`config.mk`:
```
export PLATFORM = sky130hd
export DESIGN_NAME = toy_bus_core_slv_node
export DESIGN_NICKNAME = d
export VERILOG_FILES = /design/src/rtl/toy_bus_core_slv_node.sv
export SDC_FILE = /design/constraint.sdc
export NUM_CORES = 1
export LEC_CHECK = 0
export CORE_AREA = 4 4 512 514
export CTS_CLUSTER_DIAMETER = 30
export DETAILED_ROUTE_END_ITERATION = 8
export DIE_AREA = 0 0 516 518
export PLACE_DENSITY = 0.3
export REMOVE_ABC_BUFFERS = 1
export SYNTH_ARGS = -nofsm -noshare
export SYNTH_HDL_FRONTEND = slang
export SYNTH_SLANG_ARGS = --single-unit
```
`constraint.sdc`:
```
create_clock -name clk -period 2.1 [get_ports clk]
set_input_delay 0.42 -clock clk [delete_from_list [all_inputs] [get_ports clk]]
set_output_delay 0.42 -clock clk [all_outputs]
set_load 0.02 [all_outputs]
```
`src/rtl/toy_bus_core_slv_node.sv`:
```
// Core-to-bus slave node: registers LSU requests with source/target IDs,
// bounds outstanding transactions by credit and passes acks straight through.
module toy_bus_core_slv_node #(
    parameter int                       DATA_W       = 256,
    parameter logic [3:0]               SRC_ID       = 4'd1,
    parameter int                       NUM_REGION   = 2,
    parameter logic [NUM_REGION*32-1:0] REGION_BASE  = {32'hA000_0000, 32'h8000_0000},
    parameter logic [NUM_REGION*32-1:0] REGION_LIMIT = {32'hC000_0000, 32'hA000_0000},
    parameter logic [NUM_REGION*4-1:0]  REGION_TGT   = {4'd3, 4'd2},
    parameter logic [3:0]               DEFAULT_TGT  = 4'd4,
    parameter int                       MAX_OST      = 4
) (
    input  logic                  clk,
    input  logic                  rst,
    input  logic                  in0_req_vld,
    output logic                  in0_req_rdy,
    input  logic [31:0]           in0_req_addr,
    input  logic [DATA_W-1:0]     in0_req_data,
    input  logic [DATA_W/8-1:0]   in0_req_strb,
    input  logic                  in0_req_opcode,
    input  logic [31:0]           in0_req_sideband,
    output logic                  in0_ack_vld,
    input  logic                  in0_ack_rdy,
    output logic [DATA_W-1:0]     in0_ack_data,
    output logic [31:0]           in0_ack_sideband,
    output logic                  out0_req_vld,
    input  logic                  out0_req_rdy,
    output logic [31:0]           out0_req_addr,
    output logic [DATA_W/8-1:0]   out0_req_strb,
    output logic [DATA_W-1:0]     out0_req_data,
    output logic                  out0_req_opcode,
    output logic [3:0]            out0_req_src_id,
    output logic [3:0]            out0_req_tgt_id,
    output logic [31:0]           out0_req_sideband,
    input  logic                  out0_ack_vld,
    output logic                  out0_ack_rdy,
    input  logic [DATA_W-1:0]     out0_ack_data,
    input  logic [31:0]           out0_ack_sideband,
    input  logic [3:0]            out0_ack_tgt_id,
    output logic [3:0]            ost_cnt,
    output logic                  err_ack
);

    localparam logic [3:0] MAX_OST_C = 4'(MAX_OST);

    logic                r_vld;
    logic [31:0]         r_addr;
    logic [DATA_W-1:0]   r_data;
    logic [DATA_W/8-1:0] r_strb;
    logic                r_opcode;
    logic [3:0]          r_tgt;
    logic [31:0]         r_sideband;
    logic [3:0]          r_ost;
    logic                r_err;

    logic                w_in_fire;
    logic                w_out_fire;
    logic                w_ack_fire;
    logic [3:0]          w_tgt;

    assign in0_req_rdy = (!r_vld || out0_req_rdy) && (r_ost < MAX_OST_C);
    assign w_in_fire   = in0_req_vld && in0_req_rdy;
    assign w_out_fire  = r_vld && out0_req_rdy;
    assign w_ack_fire  = out0_ack_vld && in0_ack_rdy;

    // Scan from the top index down so the lowest matching region overrides.
    always_comb begin
        w_tgt = DEFAULT_TGT;
        for (int i = NUM_REGION - 1; i >= 0; i--) begin
            if ((in0_req_addr >= REGION_BASE[i*32 +: 32]) &&
                (in0_req_addr <  REGION_LIMIT[i*32 +: 32])) begin
                w_tgt = REGION_TGT[i*4 +: 4];
            end
        end
    end

    always_ff @(posedge clk) begin
        if (rst) begin
            r_vld      <= 1'b0;
            r_addr     <= '0;
            r_data     <= '0;
            r_strb     <= '0;
            r_opcode   <= 1'b0;
            r_tgt      <= '0;
            r_sideband <= '0;
        end else if (w_in_fire) begin
            r_vld      <= 1'b1;
            r_addr     <= in0_req_addr;
            r_data     <= in0_req_data;
            r_strb     <= in0_req_strb;
            r_opcode   <= in0_req_opcode;
            r_tgt      <= w_tgt;
            r_sideband <= in0_req_sideband;
        end else if (w_out_fire) begin
            r_vld      <= 1'b0;
        end
    end

    // An ack with nothing outstanding is an error and must not wrap the counter.
    always_ff @(posedge clk) begin
        if (rst) begin
            r_ost <= '0;
            r_err <= 1'b0;
        end else begin
            if (w_in_fire && !w_ack_fire) begin
                r_ost <= r_ost + 4'd1;
            end else if (!w_in_fire && w_ack_fire && (r_ost != 4'd0)) begin
                r_ost <= r_ost - 4'd1;
            end
            if (w_ack_fire && (((r_ost == 4'd0) && !w_in_fire) || (out0_ack_tgt_id != SRC_ID))) begin
                r_err <= 1'b1;
            end
        end
    end

    assign out0_req_vld      = r_vld;
    assign out0_req_addr     = r_addr;
    assign out0_req_data     = r_data;
    assign out0_req_strb     = r_strb;
    assign out0_req_opcode   = r_opcode;
    assign out0_req_tgt_id   = r_tgt;
    assign out0_req_sideband = r_sideband;
    assign out0_req_src_id   = SRC_ID;

    assign in0_ack_vld      = out0_ack_vld;
    assign in0_ack_data     = out0_ack_data;
    assign in0_ack_sideband = out0_ack_sideband;
    assign out0_ack_rdy     = in0_ack_rdy;

    assign ost_cnt = r_ost;
    assign err_ack = r_err;

endmodule

```
==> impl_metrics.ini <==
[min_path]
min_path_cells = 3
hold_class = primary input to register

[global_route]
grt_first_pass_wirelength_microns = 276000
grt_usage_pct = 17.3
overflow = 0
antenna_found_initial = 80
grt_max_degree = 49
grt_pass1_vias = 16297

[clock_network]
insertion_delay_ns = 0.78
cts_root_buffer = clkbuf_16
cts_buffers = 138
cts_tree = done
clk_pin_slew_ns = 0.04
clock_sinks = 362
cts_setup_buffers = 0
htree_num_levels = 4
clockBufferDepth = 3

[cells_and_area]
multi_input_area_sq_um = 5280
drive_gt1_share_pct = 24.8
utilization_pct = 11.5
nFillCells = 29744
regArea_sq_um = 7260
nNetsFinal = 3101
syn_to_final_growth_pct = 89.5

[sta]
min_period_ns = 2.01
period_share_pct = 95.9
setup_viol = 0
rsz0062_at_grt = yes
fin_worst_skew_ns = 0.0652
finalHoldViolCount = 0
fmax_mhz = 497
slew_violations = 0
holdWs_ns = 0.187

[worst_setup_path]
path_delay_family = flip-flops
critPathSlowestCell = dfxtp_4
cp_max_fo = 5
path_class = register to primary output
startpoint_type = register
crit_required_ns = 1.68
arrival_ns = 1.59
path_cells = nor2_4 -> buf_6 -> and2_4 -> buf_4
crit_buf_inv = 2
ff2ff_path_depth = 7
max_stage_delay_ns = 0.36
cp_num_cells = 4
end_kind = primary output

[floorplanning]
core_sq_um = 257000
die_h_microns = 518
pin_count = 1309
dieArea_sq_um = 267000
dieWidth_microns = 516
core.rowCount = 186
start_util_pct = 6.07

[power_and_ir_drop]
combinationalPowerShare_pct = 28.4
p_sw_uw = 14100
p_leak_uw = 0.0113
intPower_uw = 26700
peakVddDrop_uv = 648
switching_share_pct = 34.6
power_frac_clock_pct = 50.1
power_density_nw_per_um2 = 1380
sequentialPowerShare_pct = 21.5
power_uw = 40800

[detailed_routing]
ant_nets = 0
wl_microns = 239000
drc = 0
via_per_inst = 2.85
vias = 17032
dr.first_iter.drc_count = 1437
dr.pass1.iters = 6
routedWlPerCell_microns = 40.1

[place]
place.gp.congestion = 0.852
portBuffers = 727
hpwl_microns = 206000

[synth]
synth_ff_type = dfxtp_1
ys_async_sr_fraction_pct = 0
ys_seq_area_share_pct = 46.5
yosysWarningCount = 0
netlist_area_sq_um = 15600
ys_top_cells_by_area = dfxtp_1 46%, nand2_1 15%, buf_4 14%, a21oi_1 8.9%, a21oi_2 4.6%
ys_ff_latch = 362
synth.largest_area_cell = dfxtp_1
synth_edf_count = 0
synthCells = 1884
ys_top_cells_by_count = 632 x nand2_1, 362 x dfxtp_1, 297 x buf_4, 278 x a21oi_1, 81 x a21oi_2
yosysMostFrequentCell = nand2_1
avgSynthCellArea_sq_um = 8.27
netlist-cell-type-count = 37
synth_top_area_share_pct = 46.5

[outcome]
status = completed

[job]
cap_violations = 0
-- area by class of cell --
class | instances | area share (%)
clock inverters | 43 | 1.90
inverters | 2 | 0.0254
clock buffers | 206 | 14.0
repair buffers | 835 | 27.0
diodes | 27 | 0.229
well taps | 3384 | 14.3
flip-flops and latches | 362 | 24.6
multi-input cells | 1108 | 17.9
-- flip-flops by register name, summed over array words and instances, names as in the netlist --
name	flops
out0_req_data	256
out0_req_addr	32
out0_req_sideband	32
out0_req_strb	32
ost_cnt	4
out0_req_tgt_id	3
err_ack	1
out0_req_opcode	1
out0_req_vld	1
-- worst register-to-register path, delay by kind of cell (launching register included) --
kind | cells | cell delay [ns]
AOI/OAI and AO/OA | 4 | 0.81
adders and majority gates | 1 | 0.29
DFF | 1 | 0.36
and+or+nand+nor | 2 | 0.25
-- worst paths after layout --
path | start | endpoint | slack, ns
max | ost_cnt[3]$_SDFFE_PP0P_ | in0_req_rdy | 0.09
min | in0_req_sideband[8] | out0_req_sideband[8]$_SDFFE_PP0P_ | 0.19
max reg2reg | ost_cnt[3]$_SDFFE_PP0P_ | ost_cnt[3]$_SDFFE_PP0P_ | 0.28
min reg2reg | out0_req_data[141]$_SDFFE_PP0P_ | out0_req_data[141]$_SDFFE_PP0P_ | 0.44
-- what timing repair did --
action | CTS | global route
setup endpoints to repair | 274 | 26
resized for setup | 342 | 33
hold buffers | 1 | 0
cloned | 0 | 0
hold endpoints to repair | 1 | 0
-- metrics by stage --
stage / setup TNS, ns / cells / cell area, sq um / worst slack (ns)
2_1_floorplan: -1019.04 / 1472 / 12500 / -3.02
5_1_grt: -0.0963 / 5949 / 29500 / -0.0349
6_report: 0 / 5967 / 29500 / 0.0860
4_1_cts: -0.0672 / 5940 / 29500 / -0.0672
3_5_place_dp: -56.79 / 5690 / 25100 / -0.255
3_3_place_gp: -58.05 / 5690 / 25100 / -0.399
-- cells in the final DEF (no fill, tap or decap), drive strengths merged --
cell | netlist | routed
mux2 | 1 | 1
o31ai | 1 | 1
a21oi | 359 | 359
a311oi | 1 | 1
nand2 | 712 | 712
dfxtp | 362 | 362
nor2 | 4 | 4
a211oi | 2 | 2
clkdlybuf4s50 | 0 | 363
xnor2 | 1 | 1
fa | 1 | 1
conb | 2 | 5
clkdlybuf4s15 | 0 | 35
nand2b | 3 | 3
or4b | 1 | 1
diode | 0 | 27
nor4b | 1 | 1
buf | 362 | 198
nand4 | 1 | 1
ha | 2 | 2
and3 | 1 | 1
a31oi | 1 | 1
clkinv | 0 | 26
and2 | 1 | 1
bufinv | 0 | 6
a21o | 1 | 1
dlygate4sd3 | 0 | 1
clkbuf | 53 | 221
nand3 | 3 | 3
dlygate4sd2 | 0 | 223
o32ai | 1 | 1
nor2b | 2 | 2
a311o | 1 | 1
nor4 | 1 | 1
inv | 2 | 13
xor2 | 1 | 1
-- per-layer routing --
layer	vias up	track usage, %	share of wire [%]
met2	2113	21.1	34
met4	34	4.21	2.9
met1	7628	14.2	30
li1	6939	-	-
met5	-	13.3	2.1
met3	318	26.0	30
-- logic make-up (layout without fill, tap and decap cells) --
kind of cell	count (synthesis)	in the layout	share of synthesized area [%]
multiplexers	1	1	0.0722
AND/OR/NAND/NOR	730	730	19.2
buffers and inverters	417	1086	19.8
AO/OA/AOI/OAI	367	367	14.0
other	2	32	0.0482
adder cells (fa/ha/maj)	3	3	0.289
XOR/XNOR	2	2	0.112
flip-flops	362	362	46.5
-- power groups by stage --
stage | logic [uW] | registers, uW | clock network, uW
4_1_cts | 12100 | 8800 | 21100
3_3_place_gp | 12700 | 8870 | 0
5_1_grt | 12700 | 8940 | 21500
3_5_place_dp | 12600 | 8900 | 0
2_1_floorplan | 2500 | 10600 | 0
6_report | 11600 | 8780 | 20500
Power figures use the tool's default switching activity.
==> edit 1 (same flow settings) <==
Put one more register stage on the output `ost_cnt`, cleared by the reset. The value now appears one clock later. The other outputs are not delayed to match.
--- a/src/rtl/toy_bus_core_slv_node.sv
+++ b/src/rtl/toy_bus_core_slv_node.sv
@@ -129,3 +129,9 @@
 
-    assign ost_cnt = r_ost;
+    always_ff @(posedge clk) begin
+        if (rst) begin
+            ost_cnt <= '0;
+        end else begin
+            ost_cnt <= r_ost;
+        end
+    end
     assign err_ack = r_err;
Behaviour: not the same (a bounded check fails within 4 cycles, from zero or initial values and one cycle with rst high).
==> edit 1 against the original RTL <==
Fmax shrank 2.3%. Die area unchanged. Largest power group unchanged. First-iteration DRC count shrank 4.6%. Critical path depth is 1 lower. Sequential share of layout area fell by 0.30 points. Setup slack worse by 0.046 ns. Routed wire length shrank 3.3%. Area after synthesis is 5.8% higher. Power increased by 3.5%. Sequential cell count up 4. Largest cell class unchanged. Count of clock-buffer cells in the layout is 21 higher. Design area grew 2.4%.
==> edit 1: results (changes against the original RTL) <==
cells_and_area:
  layout-drive-gt1-share: 0.330  # +0.0819
  ff_latch_area_um2: 7340  # +1.1%
  multi_input_area_um2: 6010  # +14%
  buffers_excl_clock: 823  # -1.4%
  clk_share: 0.157  # -0.00293
  instances_no_fill: 5949  # -0.30%
  seq-cell-share: 0.243  # -0.00301
  fin_nets: 3112  # +0.35%
  nMultiInputCombCells: 1111  # +0.27%
  num-fill-cells: 29654  # -0.30%
  num-clock-buffers: 227  # +10%
  bufAreaShareNonClock: 0.262  # -0.00884
  insertedDiodeCount: 4  # -85%
  area_delta_synth_final_pct: 83.4
critical_path:
  r2r-start: "r_ost[2]"
  regToRegSetupSlack_ns: 0.13  # -0.15 ns
  slowest_stage: "clkdlybuf4s50_1"
  arrival_ns: 1.64  # +0.05 ns
  r2r-end: "r_ost[3]"
  crit_start: "in0_ack_rdy"
  crit_end: "out0_ack_rdy"
  crit_fanout: 2  # -3
  reg2reg_depth: 8  # +1
  critical_path.max_stage_delay_ns: 0.60  # +0.24 ns
power:
  seq_power_share: 0.218  # +0.003
  switching_power_w: 0.0147  # +4.3%
  static-leakage-power_nw: 11.5  # +1.2%
  p_comb_frac: 0.298  # +0.014
  ir_drop_mv: 0.522  # -19%
  p_int_w: 0.0275  # +3.1%
clock_network:
  post_cts_buffers: 4  # +4
  ctsResizeCount: 307  # -10%
  clk_path_buf_depth: 4  # +1
global_routing:
  grt_pass1_wl_mm: 268  # -2.9%
  track_usage: 0.166  # -0.00671
  grt_pass1_vias: 16798  # +3.1%
  grtUsageMet2: 0.201  # -0.0102
  grt_max_degree: 84  # +71%
  met3_usage: 0.238  # -0.0226
place:
  gp_congestion: 0.836  # -1.9%
  dpl-instance-area_um2: 25700  # +2.6%
  pre_cts_slack_ns: -0.413  # -0.158 ns
  dp_cells: 5680  # -0.18%
  hpwl_mm: 198  # -3.6%
sta:
  finalCritPeriodShare: 0.981  # +0.0221
  hold-worst-slack_ns: 0.206  # +0.0196 ns
  fin_skew_ns: 0.0376  # -0.0276 ns
routing:
  wl_met2_mm: 79.7  # -2.8%
  met3_length_mm: 68.7  # -5.2%
  drt_iter0_drc: 1371  # -4.6%
  vias_per_cell: 2.87  # +0.58%
  routed_wl_mm: 232  # -3.3%
status:
  run_status: "finished, final reports clean"
hold_path:
  hp-start: "in0_req_strb[13]"
synthesis:
  synth_area_leaders: "dfxtp_1, buf_4, nand2_1, a21oi_2, nand2_2"
  synth.yosys.seq_area_share: 0.444  # -0.0205
-- edit 1: cell types whose count changed in the layout (fill, tap and decap cells not counted), moves of 15 or more --
| cell | unedited run | this run |
|---|---|---|
| nand2_2 | 80 | 190 |
| clkbuf_16 | 139 | 156 |
| nand2_1 | 632 | 522 |
| diode_2 | 27 | 4 |
| a21oi_1 | 278 | 160 |
| a21oi_2 | 81 | 199 |
| dlygate4sd2_1 | 223 | 238 |
-- edit 1: cells by family (layout without fill, tap and decap cells) --
kind of cell,Yosys count,count (layout),synth area share
and+or+nand+nor,733,733,0.199
buffers and inverters,416,1084,0.193
AOI/OAI and AO/OA,367,367,0.158
DFF,366,366,0.444
adders and majority gates,3,3,0.00273
other,2,9,0.000456
xor gates and xnor gates,2,2,0.00106
muxes,1,1,0.000683
==> edit 2 (same settings) <==
Without the edit above. Make the reset (`rst`) asynchronous in 2 clocked blocks.
--- a/src/rtl/toy_bus_core_slv_node.sv
+++ b/src/rtl/toy_bus_core_slv_node.sv
@@ -76,3 +76,3 @@
 
-    always_ff @(posedge clk) begin
+    always_ff @(posedge clk or posedge rst) begin
         if (rst) begin
@@ -99,3 +99,3 @@
     // An ack with nothing outstanding is an error and must not wrap the counter.
-    always_ff @(posedge clk) begin
+    always_ff @(posedge clk or posedge rst) begin
         if (rst) begin
Function: changed (a bounded check fails within 4 cycles, from zero or initial values and one cycle with rst high; the reset may be asserted at any time).
==> edit 2 against the original RTL <==
Non-clock buffer count is 18 lower. Global-route usage down 0.31 points. Setup slack worse by 0.075 ns. Power rose by 26%. First-iteration DRC count decreased by 11%. Sequential cell count is the same. Area after synthesis rose by 3.5%. Design area increased by 1.4%. Sequential power is 38% higher. Routed wire length down 1.8%. Sequential share of layout area is 5.7 points higher. Clock power fell by 5%.
==> edit 2: results (changes against the original RTL) <==
synthesis:
  synth.yosys.seq_area_share: 0.562  # +0.0968
  netlist-cell-type-count: 30  # -19%
  synth_area_leaders: "dfrtp_1, nand2_1, buf_4, buf_6, clkbuf_1"
  ys_top_cells_by_count: "nand2_1, dfrtp_1, buf_4"
  async_flop_share: 1.00  # +1.00
critical_path:
  critical_path.max_stage_delay_ns: 0.48  # +0.12 ns
  r2r-end: "ost_cnt[3]"
  reg2reg_depth: 9  # +2
  crit_start: "out0_req_rdy"
  slowest_stage: "clkdlybuf4s50_1"
  regToRegSetupSlack_ns: 0.11  # -0.17 ns
  r2r-start: "ost_cnt[2]"
  arrival_ns: 1.67  # +0.08 ns
clock_network:
  cts_buffers: 135  # -2.2%
  ctsRootBufferMaster: "clkbuf_16"
  post_cts_buffers: 1  # +1
  ctsResizeCount: 393  # +15%
  path_clk_slew_ns: 0.04  # about the same
  clk_path_buf_depth: 3  # unchanged
  clk_latency_ns: 0.75  # -0.03 ns
place:
  dpl-instance-area_um2: 25700  # +2.4%
  hpwl_mm: 203  # -1.3%
  gp_congestion: 0.847  # -0.61%
  io_buffers: 727  # unchanged
global_routing:
  track_usage: 0.170  # -0.00307
  met3_usage: 0.247  # -0.0131
  met1_usage: 0.150  # +0.00766
  antenna_found_initial: 62  # -23%
  grt_max_degree: 60  # +22%
  grtUsageMet2: 0.204  # -0.00687
  grt_pass1_vias: 16216  # -0.50%
  grt_pass1_wl_mm: 271  # -1.9%
hold_path:
  hold_path_class: "in2reg"
  min_to: "out0_req_data[136]"
  hp-start: "in0_req_data[136]"
routing:
  drt_pass1_iterations: 6  # unchanged
  met3_length_mm: 68.6  # -5.3%
  vias_per_cell: 2.78  # -2.5%
  wire_per_inst_um: 39.8  # -0.84%
  drt_iter0_drc: 1276  # -11%
  wl_met1_mm: 76.0  # +4.2%
  wl_met2_mm: 80.5  # -1.8%
cells_and_area:
  layout-drive-gt1-share: 0.179  # -0.0687
  fin_nets: 3068  # -1.1%
  num-fill-cells: 29664  # -0.27%
power:
  ir_drop_mv: 0.852  # +31%
  static-leakage-power_nw: 13.9  # +23%
  switching_share: 0.409  # +0.0624
  clockPowerShare: 0.378  # -0.123
  seq_power_share: 0.236  # +0.021
sta:
  tightest_slew_ns: 0.587
  hold-worst-slack_ns: 0.210  # +0.0231 ns
  fin_skew_ns: 0.0272  # -0.0380 ns
status:
  run_status: "finished, final reports clean"
-- edit 2: changes by cell type after synthesis, sizes merged, moves of 20 or more --
cell	unedited run	this run
a21oi	359	2
buf	362	341
clkbuf	53	33
dfrtp	0	362
dfxtp	362	0
nand2	712	1065
-- edit 2: critical path: cells and delay by family --
kind	cells	cell delay, ns
buffers and inverters	4	0.91
AND/OR/NAND/NOR	2	0.33
-- edit 2: per-stage QoR --
step	util	total power, W	setup TNS, ns	std cells	setup slack, ns
2_1_floorplan	-	0.0207	-4760.05	1460	-8.37
6_report	0.117	0.0515	0	5907	0.0105
3_5_place_dp	0.0999	0.0344	-110.22	5658	-0.596
4_1_cts	0.117	0.0530	-0.0626	5903	-0.0626
5_1_grt	0.117	0.0549	-0.0339	5906	-0.0339
3_3_place_gp	0.0999	0.0344	-110.80	5658	-0.769
-- edit 2: cell families (layout without fill, tap and decap cells) --
| logic type | after synthesis | count (layout) | synth area share |
|---|---|---|---|
| other | 2 | 8 | 0.000466 |
| xor gates and xnor gates | 3 | 3 | 0.00163 |
| buffers and inverters | 376 | 1062 | 0.174 |
| muxes | 3 | 3 | 0.00248 |
| DFF | 362 | 362 | 0.562 |
| and+or+nand+nor | 1076 | 1076 | 0.254 |
| AOI/OAI and AO/OA | 6 | 6 | 0.00295 |
| adders and majority gates | 3 | 3 | 0.00279 |
-- edit 2: cell type report --
type / count / share of cell area
Clock inverter: 33 / 0.0148
Multi-Input combinational cell: 1096 / 0.143
Tap cell: 3384 / 0.141
Inverter: 2 / 0.000501
Sequential cell: 362 / 0.303
Clock buffer: 210 / 0.135
Antenna cell: 3 / 0.000251
Timing Repair Buffer: 817 / 0.263
